===== config.mk =====
export PLATFORM = sky130hd
export DESIGN_NAME = branch_predict_unit_flat
export DESIGN_NICKNAME = d
export VERILOG_FILES = /design/src/rtl/branch_predict_unit_if.sv /design/src/rtl/branch_predict_unit.sv /design/src/flat_wrapper.sv
export SDC_FILE = /design/constraint.sdc
export NUM_CORES = 1
export LEC_CHECK = 0
export BUFFER_PORTS_ARGS = -buffer_cell sky130_fd_sc_hd__buf_4
export CAP_MARGIN = 20
export CORE_UTILIZATION = 40
export DETAILED_ROUTE_END_ITERATION = 10
export PLACE_DENSITY = 0.67
export REMOVE_ABC_BUFFERS = 1
export SYNTH_ARGS = -nofsm -noshare
export SYNTH_HDL_FRONTEND = slang
export SYNTH_SLANG_ARGS = --single-unit

===== constraint.sdc =====
create_clock -name clk -period 3.95 [get_ports clk]
set_input_delay 0.79 -clock clk [delete_from_list [all_inputs] [get_ports clk]]
set_output_delay 0.79 -clock clk [all_outputs]
set_load 0.005 [all_outputs]

===== src/rtl/branch_predict_unit_if.sv =====
// Fetch-prediction and branch-resolution bundle for branch_predict_unit.
// The master drives fetch/resolve inputs, and the slave returns the results.
interface branch_predict_unit_if #(
    parameter int XLEN = 32
);
    logic [XLEN-1:0] fetch_pc;
    logic            pred_taken;
    logic            resolve_valid;
    logic [XLEN-1:0] resolve_pc;
    logic [2:0]      funct3;
    logic [XLEN-1:0] rs1_data;
    logic [XLEN-1:0] rs2_data;
    logic [XLEN-1:0] target;
    logic [XLEN-1:0] pc4;
    logic            resolve_pred;
    logic [XLEN-1:0] branch_out;
    logic            taken;
    logic            mispredict;
    logic [31:0]     branch_count;
    logic [31:0]     mispredict_count;

    modport master (
        output fetch_pc, resolve_valid, resolve_pc, funct3,
        output rs1_data, rs2_data, target, pc4, resolve_pred,
        input  pred_taken, branch_out, taken, mispredict,
        input  branch_count, mispredict_count
    );

    modport slave (
        input  fetch_pc, resolve_valid, resolve_pc, funct3,
        input  rs1_data, rs2_data, target, pc4, resolve_pred,
        output pred_taken, branch_out, taken, mispredict,
        output branch_count, mispredict_count
    );
endinterface


===== src/rtl/branch_predict_unit.sv =====
// RV32I branch resolver with a 2-bit saturating-counter BHT.
// Optional statistics counters: define BRANCH_PREDICT_STATS_EN.
module branch_predict_unit #(
    parameter int XLEN        = 32,
    parameter int BHT_ENTRIES = 64
) (
    input logic                 clk,
    input logic                 reset,
    branch_predict_unit_if.slave bp
);
    localparam int IDX_W = $clog2(BHT_ENTRIES);

    logic [1:0]       bht [BHT_ENTRIES];
    logic [IDX_W-1:0] fidx;
    logic [IDX_W-1:0] ridx;
    logic             cond;
    logic             legal;
    logic             upd;
    logic             unused;

    assign fidx = bp.fetch_pc[IDX_W+1:2];
    assign ridx = bp.resolve_pc[IDX_W+1:2];

    // funct3 010/011 are the only holes in the branch encoding
    assign legal = ~(~bp.funct3[2] & bp.funct3[1]);
    assign upd   = bp.resolve_valid & legal;

    always_comb begin
        cond = 1'b0;
        unique case (bp.funct3)
            3'b000:  cond = (bp.rs1_data == bp.rs2_data);
            3'b001:  cond = (bp.rs1_data != bp.rs2_data);
            3'b100:  cond = ($signed(bp.rs1_data) < $signed(bp.rs2_data));
            3'b101:  cond = ($signed(bp.rs1_data) >= $signed(bp.rs2_data));
            3'b110:  cond = (bp.rs1_data < bp.rs2_data);
            3'b111:  cond = (bp.rs1_data >= bp.rs2_data);
            default: cond = 1'b0;
        endcase
    end

    assign bp.taken      = bp.resolve_valid & cond;
    assign bp.branch_out = bp.taken ? bp.target : bp.pc4;
    assign bp.mispredict = bp.resolve_valid & (bp.taken ^ bp.resolve_pred);
    assign bp.pred_taken = ~reset & bht[fidx][1];

    always_ff @(posedge clk) begin
        if (reset) begin
            for (int i = 0; i < BHT_ENTRIES; i++) begin
                bht[i] <= 2'b01;
            end
        end else if (upd) begin
            if (bp.taken && bht[ridx] != 2'b11) begin
                bht[ridx] <= bht[ridx] + 2'b01;
            end else if (!bp.taken && bht[ridx] != 2'b00) begin
                bht[ridx] <= bht[ridx] - 2'b01;
            end
        end
    end

`ifdef BRANCH_PREDICT_STATS_EN
    logic [31:0] bcnt;
    logic [31:0] mcnt;

    always_ff @(posedge clk) begin
        if (reset) begin
            bcnt <= '0;
            mcnt <= '0;
        end else if (upd) begin
            bcnt <= bcnt + 32'd1;
            if (bp.mispredict) begin
                mcnt <= mcnt + 32'd1;
            end
        end
    end

    assign bp.branch_count     = bcnt;
    assign bp.mispredict_count = mcnt;
`else
    assign bp.branch_count     = '0;
    assign bp.mispredict_count = '0;
`endif

    // PC bits outside the index field do not select a counter
    assign unused = ^{bp.fetch_pc[1:0], bp.fetch_pc[XLEN-1:IDX_W+2],
                      bp.resolve_pc[1:0], bp.resolve_pc[XLEN-1:IDX_W+2]};
endmodule


===== src/flat_wrapper.sv =====
// flat-port wrapper written by rule: the top's interface ports become plain ports
module branch_predict_unit_flat 
#(
    parameter int XLEN        = 32,
    parameter int BHT_ENTRIES = 64
)
  (clk, reset, bp_fetch_pc, bp_resolve_valid, bp_resolve_pc, bp_funct3, bp_rs1_data, bp_rs2_data, bp_target, bp_pc4, bp_resolve_pred, bp_pred_taken, bp_branch_out, bp_taken, bp_mispredict, bp_branch_count, bp_mispredict_count);
  branch_predict_unit_if #(.XLEN(XLEN)) bp_i ();
  input logic clk;
  input logic reset;
  input wire logic [$bits(bp_i.fetch_pc)-1:0] bp_fetch_pc;
  input wire logic [$bits(bp_i.resolve_valid)-1:0] bp_resolve_valid;
  input wire logic [$bits(bp_i.resolve_pc)-1:0] bp_resolve_pc;
  input wire logic [$bits(bp_i.funct3)-1:0] bp_funct3;
  input wire logic [$bits(bp_i.rs1_data)-1:0] bp_rs1_data;
  input wire logic [$bits(bp_i.rs2_data)-1:0] bp_rs2_data;
  input wire logic [$bits(bp_i.target)-1:0] bp_target;
  input wire logic [$bits(bp_i.pc4)-1:0] bp_pc4;
  input wire logic [$bits(bp_i.resolve_pred)-1:0] bp_resolve_pred;
  output wire logic [$bits(bp_i.pred_taken)-1:0] bp_pred_taken;
  output wire logic [$bits(bp_i.branch_out)-1:0] bp_branch_out;
  output wire logic [$bits(bp_i.taken)-1:0] bp_taken;
  output wire logic [$bits(bp_i.mispredict)-1:0] bp_mispredict;
  output wire logic [$bits(bp_i.branch_count)-1:0] bp_branch_count;
  output wire logic [$bits(bp_i.mispredict_count)-1:0] bp_mispredict_count;
  assign bp_i.fetch_pc = bp_fetch_pc;
  assign bp_i.resolve_valid = bp_resolve_valid;
  assign bp_i.resolve_pc = bp_resolve_pc;
  assign bp_i.funct3 = bp_funct3;
  assign bp_i.rs1_data = bp_rs1_data;
  assign bp_i.rs2_data = bp_rs2_data;
  assign bp_i.target = bp_target;
  assign bp_i.pc4 = bp_pc4;
  assign bp_i.resolve_pred = bp_resolve_pred;
  assign bp_pred_taken = bp_i.pred_taken;
  assign bp_branch_out = bp_i.branch_out;
  assign bp_taken = bp_i.taken;
  assign bp_mispredict = bp_i.mispredict;
  assign bp_branch_count = bp_i.branch_count;
  assign bp_mispredict_count = bp_i.mispredict_count;
  branch_predict_unit #(.XLEN(XLEN), .BHT_ENTRIES(BHT_ENTRIES)) u_core (.clk(clk), .reset(reset), .bp(bp_i));
endmodule

# After elaboration in Yosys (flattened, before gate mapping)
# Memory sizes are Yosys's and may differ from the RTL's.
# Cells that the tools add are included.
[totals]
reg_bits = 0
latch_bits = 0
ramBits = 128
romBits = 0
input_bits = 199
out_inout_bits = 99
wordCells = 48
n_memories = 1
[mem_list]
columns = ["name", "depth", "width", "read_ports", "rd_ports_with_merged_regs", "wr", "line", "rtl"]
rows = [
  ["u_core.bht", 64, 2, 2, 0, 64, "branch_predict_unit.sv:13", "logic [1:0] bht [BHT_ENTRIES];"],
]
[classes]
addsub = 2
n_mul = 0
n_div = 0
order_cmp = 4
n_eq_ne = 8
shift = 0
n_mux = 17
bitwise = 10
n_reduce_logical = 6
[ops]
columns = ["operator", "n"]
rows = [
  ["32-bit greater-or-equal comparator", 2],
  ["32-bit < comparator", 2],
  ["32-bit equality test", 1],
  ["32-bit two-way mux", 1],
  ["32-bit != test", 1],
  ["3-bit equality test, second input constant", 4],
  ["1-bit two-way mux", 12],
  ["6-bit two-way mux", 1],
  ["1-bit one-hot mux with 6 select lines", 1],
  ["1-bit bitwise AND", 5],
  ["2-bit two-way mux", 2],
  ["3-bit by 1-bit equality test with 1-bit output, second input constant", 1],
  ["3-bit zero test", 1],
  ["1-bit NOT", 3],
  ["2-bit by 1-bit adder with 2-bit output, second input constant", 1],
  ["1-bit logical AND", 2],
  ["2-bit != test, second input constant", 1],
  ["2-bit nonzero test", 1],
  ["2-bit OR reduction", 1],
  ["2-bit by 1-bit subtractor with 2-bit output, second input constant", 1],
  ["1-bit zero test", 1],
  ["1-bit OR", 1],
  ["1-bit bitwise XOR", 1],
]

# Logic depth before layout (Yosys ltp)
[depth]
ltp_word = 13
mapped_depth = 13
ltp_nobuf = 10

# Worst setup path after synthesis
# OpenSTA, ideal clock, no wires.
[synth_timing]
kind = "input -> output"
from = "input bp_fetch_pc[2]"
to = "output bp_pred_taken"
t_arrival_ns = 3.348
t_required_ns = 3.160
path_slack_ns = -0.188
path_stages = 6
path_buffers = 2
path_cell_list = "clkbuf_1 buf_1 mux4_2 mux4_2 mux4_2 and2_1"
[synth_between]
elab_chain_len = 2
[synth_lines]
columns = ["element", "line", "rtl"]
rows = [
  ["start: declaration", "flat_wrapper.sv:11", "input wire logic [$bits(bp_i.fetch_pc)-1:0] bp_fetch_pc;"],
  ["memory 64 x 2 bit", "n/a", ""],
  ["1-bit bitwise AND", "branch_predict_unit.sv:44", "assign bp.pred_taken = ~reset & bht[fidx][1];"],
  ["end: declaration", "flat_wrapper.sv:20", "output wire logic [$bits(bp_i.pred_taken)-1:0] bp_pred_taken;"],
]
# Every way passes these cells.

# Worst setup path in the final report
[layout_timing]
from = "input bp_rs2_data[1]"
to = "output bp_branch_out[0]"
[layout_between]
elab_chain_len = 4
word_cells_on_any_way = 9
cone_classes = "4 x order compare; 2 x eq/ne; 2 x mux; 1 x bitwise"
[layout_lines]
columns = ["element", "line", "rtl"]
rows = [
  ["start: declaration", "flat_wrapper.sv:16", "input wire logic [$bits(bp_i.rs2_data)-1:0] bp_rs2_data;"],
  ["32-bit greater-or-equal comparator, or another cell as far along", "branch_predict_unit.sv:36", "3'b111: cond = (bp.rs1_data >= bp.rs2_data);"],
  ["1-bit one-hot mux with 6 select lines (*)", "branch_predict_unit.sv:30", "unique case (bp.funct3)"],
  ["1-bit bitwise AND (*)", "branch_predict_unit.sv:41", "assign bp.taken = bp.resolve_valid & cond;"],
  ["32-bit two-way mux (*)", "branch_predict_unit.sv:42", "assign bp.branch_out = bp.taken ? bp.target : bp.pc4;"],
  ["end: declaration", "flat_wrapper.sv:21", "output wire logic [$bits(bp_i.branch_out)-1:0] bp_branch_out;"],
]
# Every way passes the cells marked *; elsewhere a longest branch is shown, timed or not.

==> summary by stage <==
Min path
The number of stages on the worst hold path is 4. The path type of the worst min-delay path is input pin to flop.

Timing
Once routing completed, OpenROAD measured the worst setup slack at -431 ps. Setup repair after global routing could not meet its margin everywhere. The pin slew with the least headroom to its limit is between 800 and 900 ps. Static timing analysis puts the maximum clock frequency at about 230 MHz. Headroom to the max-slew limit came out at roughly 45%. The number of max-slew violations in the final report is 0. The post-route clock skew is ~11 ps. After layout, the worst path uses 111% of the clock period.

Subtracting the final worst setup slack from the clock period gives ~4400 ps. Setup violations remaining at the end of the flow were counted as 34. The hold violation count in the final report came to 0.

Synth
After synthesis, the share of flip-flops with an asynchronous set or reset is 0%. The post-synthesis cell type count is a little under 70. The number of synthesized flops with an enable pin is 128.

The count of mapped cells out of synthesis is 1056. sky130_fd_sc_hd__nand2_1 is the most common cell in the netlist. Of the synthesized area, sequential elements account for 37.7%. The most used flip-flop cell after synthesis is sky130_fd_sc_hd__edfxtp_1. The post-synthesis average cell area is approximately 9.6 µm². Ranked by total cell area, the synthesized netlist is headed by sky130_fd_sc_hd__edfxtp_1 (38%), sky130_fd_sc_hd__mux4_2 (6.6%), sky130_fd_sc_hd__nand2_1 (5.6%).

The synthesis warning total is 0. The mapped netlist covers about 10000 µm². Summed over all instances, the cell type with the most area after synthesis is sky130_fd_sc_hd__edfxtp_1. Counting instances in the post-synthesis netlist gives the leading cell types as sky130_fd_sc_hd__nand2_1 (152), sky130_fd_sc_hd__edfxtp_1 (128), sky130_fd_sc_hd__a21oi_1 (89). The share of the synthesized area in the top cell type is 37.7%. After synthesis the netlist holds a flip-flop and latch count of approximately 130.

Status
The run finished, with violations left. The checks that failed: setup timing.

Global routing
Entering global routing, the biggest net connects 66 pins. The initial antenna violation count is 2. The layer flagged by global routing as most heavily used is met2. The final global-route overflow total is 0. The met2 demand-to-capacity share in global routing is around 47%. For this run, global-route usage on met1 was measured as between 30% and 40%. The first-pass GRT wire length is 56.0 mm.

For met3 alone, demand over resource in global routing was under 10%. The via count of the first global-routing pass is 9682. Global routing used about 28% of the available tracks across all layers.

Worst setup path
Walking the worst path, the cells encountered are buf_6 > inv_4 > ha_4 > nor2b_4 > o211ai_1 > a2111oi_2 > or4_4 > mux2_4 > o21ai_1 > or3_4 > buf_12 > mux2_4 > buf_6. The type of origin of the critical path is an input pin. Data on the critical path is required at its endpoint by roughly 3200 ps. The slowest cell on the critical path is sky130_fd_sc_hd__or4_4. The depth of the worst register-to-register path is 10. On the worst path, the slowest cell contributes a delay of 530 ps.

The critical path contains buffers and inverters numbering 4 combined. In this run the worst path has a maximum fanout of 5. The arrival time of the worst setup path is ~3600 ps. Counting buffers and inverters, the worst setup path is 13 cells deep. The family with the most delay on the worst path is simple AND/OR/NAND/NOR gates. STA classifies the critical path endpoint as an output pin. The critical setup path kind is input pin to output pin.

Floorplanning
The die covers 26100 µm². The die is 162 µm tall. The number of rows in the core area is 58.

The initial core utilization is about two fifths. The floorplan step defined a core boundary enclosing about 25000 µm². Pin placement for this block handled approximately 300 I/O pins. The die outline width is ~160 µm.

Finish
The largest registers in the layout are u_core.bht (128). Counting flops per register, the top entry is u_core.bht. The final instance count without filler cells is approximately 1600. The core utilization of the finished layout is between 50 and 60%.

The register with the most flip-flops in the layout has around 130 of them. The filler cell count is 2187. Summing all multi-input logic gate instances after layout gives around 5700 µm².

The area growth from synthesis to layout is 32.0%. The finished cells cover 13400 µm². Summing all flip-flop and latch instances after layout gives ~3800 µm². The final-stage net count is about 1500.

Of the cells placed in the final design, the portion with a size suffix greater than 1 is a little over a third.

Detailed routing
Using the TritonRoute via totals, the vias-per-cell ratio works out to approximately 6.1. The per-cell routed wire length is approximately 23 µm. The number of DRC markers in iteration 0 is 1274.

The remaining routing DRC violations is 0. The remaining antenna violation count after routing is 0. The detailed-router iteration count before antenna repair is 7.

Summing over every cut layer, the via total after detailed routing is around 10000. The wire length after detailed routing is approximately 37 mm.

Clock tree
The CTS tree is built. The H-tree was split into 4 levels. The number of buffers inserted during clock tree synthesis is 17.

The clock passes through at most 2 buffers. After clock tree synthesis, the clock-pin slew on the worst setup and hold paths is 50 ps. The clock latency on the worst-skew pair is 440 ps. The cts-stage hold buffer count is 0.

The clock drives about 130 sinks. The tree is rooted in a sky130_fd_sc_hd__clkbuf_16.

Placement
The congestion estimate from routability-driven global placement came to slightly above 0.9. Once placement finished, the instance area stood at between 10000 and 15000 µm². The post-placement setup slack is -595 ps. During placement, the flow inserted port buffers numbering about 180. The post-detailed-placement half-perimeter wirelength is 25.1 mm. The instance count after placement with tap cells included is about 1600.

Power and ir drop
The ratio of total power to cell area is 329 nW/µm². The highest ir drop seen on vdd is between 200 and 300 µV. The analysis attributes to cell leakage a power of ~5.1 nW.

Run
Max-cap violations in this run came to 0.
[where the power goes]
| part | internal [mW] | total (mW) | switching (mW) |
|---|---|---|---|
| Combinational | 0.558 | 1.25 | 0.696 |
| Sequential | 1.52 | 1.54 | 0.0182 |
| Clock | 1.05 | 1.64 | 0.590 |
[area by class of cell]
| type | instances | share of cell area, % |
|---|---|---|
| multi-input cells | 783 | 42.1 |
| clock inverters | 12 | 1.24 |
| well taps | 330 | 3.07 |
| inverters | 39 | 1.13 |
| clock buffers | 20 | 3.25 |
| diodes | 2 | 0.0372 |
| flip-flops and latches | 128 | 28.6 |
| repair buffers | 320 | 20.6 |
[timing repair]
action | 4_1_cts | 5_1_grt
setup endpoints to repair | 58 | 34
buffers inserted | 5 | 3
pin swaps | 5 | 8
resized for setup | 74 | 4
cloned | 3 | 0
[cell families after synthesis]
family          count (synthesis)  share of synthesized area (%)
compound gates                219                           15.0
fa+ha+maj                      32                           3.93
mux                            97                           14.7
flops                         128                           37.7
other cells                     1                         0.0368
xor+xnor                        2                          0.172
buf+inv                       208                           11.1
simple gates                  369                           17.3
[stage by stage]
step	power, mW	setup TNS [ps]	hold WS, ps
global route	4.54	-16050	1010
global placement	2.68	-59560	1330
floorplan	2.04	-249420	1150
finish	4.43	-13520	986
detailed placement	2.69	-68720	1350
CTS	4.38	-11020	972
[placed cells by master (no fill, tap or decap), types with 4 or more instances in the layout]
master and count:
sky130_fd_sc_hd__inv_1 29, sky130_fd_sc_hd__a22oi_1 5, sky130_fd_sc_hd__nand3_1 7, sky130_fd_sc_hd__a221oi_1 4, sky130_fd_sc_hd__and3b_1 4, sky130_fd_sc_hd__o311ai_0 54, sky130_fd_sc_hd__nand4_1 73, sky130_fd_sc_hd__clkinv_2 4
sky130_fd_sc_hd__ha_4 9, sky130_fd_sc_hd__mux4_2 30, sky130_fd_sc_hd__o2bb2ai_1 4, sky130_fd_sc_hd__conb_1 64, sky130_fd_sc_hd__nor3_1 8, sky130_fd_sc_hd__nand2b_1 8, sky130_fd_sc_hd__a21o_1 4, sky130_fd_sc_hd__buf_12 12
sky130_fd_sc_hd__nor2_1 77, sky130_fd_sc_hd__a21oi_1 85, sky130_fd_sc_hd__a221o_1 4, sky130_fd_sc_hd__mux2_4 31, sky130_fd_sc_hd__buf_6 35, sky130_fd_sc_hd__a22o_1 4, sky130_fd_sc_hd__clkbuf_16 17, sky130_fd_sc_hd__a211oi_1 4
sky130_fd_sc_hd__nor2b_1 7, sky130_fd_sc_hd__nand2_1 150, sky130_fd_sc_hd__edfxtp_1 128, sky130_fd_sc_hd__mux2i_1 30, sky130_fd_sc_hd__o311ai_1 10, sky130_fd_sc_hd__o21ai_0 10, sky130_fd_sc_hd__buf_16 4, sky130_fd_sc_hd__and3_1 5
sky130_fd_sc_hd__ha_1 23, sky130_fd_sc_hd__or3_1 4, sky130_fd_sc_hd__buf_4 269, sky130_fd_sc_hd__inv_2 8, sky130_fd_sc_hd__bufinv_16 4
[per-layer routing]
layer  share of wire [%]  routed length, µm
met5                   0                  0
met4                 5.8               2150
met3                  12               4430
met2                  48              17800
met1                  35              12900
[tightest hold or removal path: cells and delay by family]
family	cells	cell delay, ps
AO/OA/AOI/OAI	1	40
AND/OR/NAND/NOR	2	240
buffers and inverters	1	180
[path summary, 6_finish.rpt]
path                                                 startpoint                              end  slack [ps]
worst max-delay path                             bp_rs2_data[1]                 bp_branch_out[0]        -430
worst min-delay path                           bp_resolve_pc[7]  u_core.bht[27][1]$_SDFFCE_PN0P_         990
worst max register to register  u_core.bht[42][0]$_SDFFCE_PN1P_  u_core.bht[63][0]$_SDFFCE_PN1P_         800
worst min register to register   u_core.bht[9][1]$_SDFFCE_PN0P_  u_core.bht[21][0]$_SDFFCE_PN1P_        1370
Note: power is estimated with default switching activity, not from simulation.
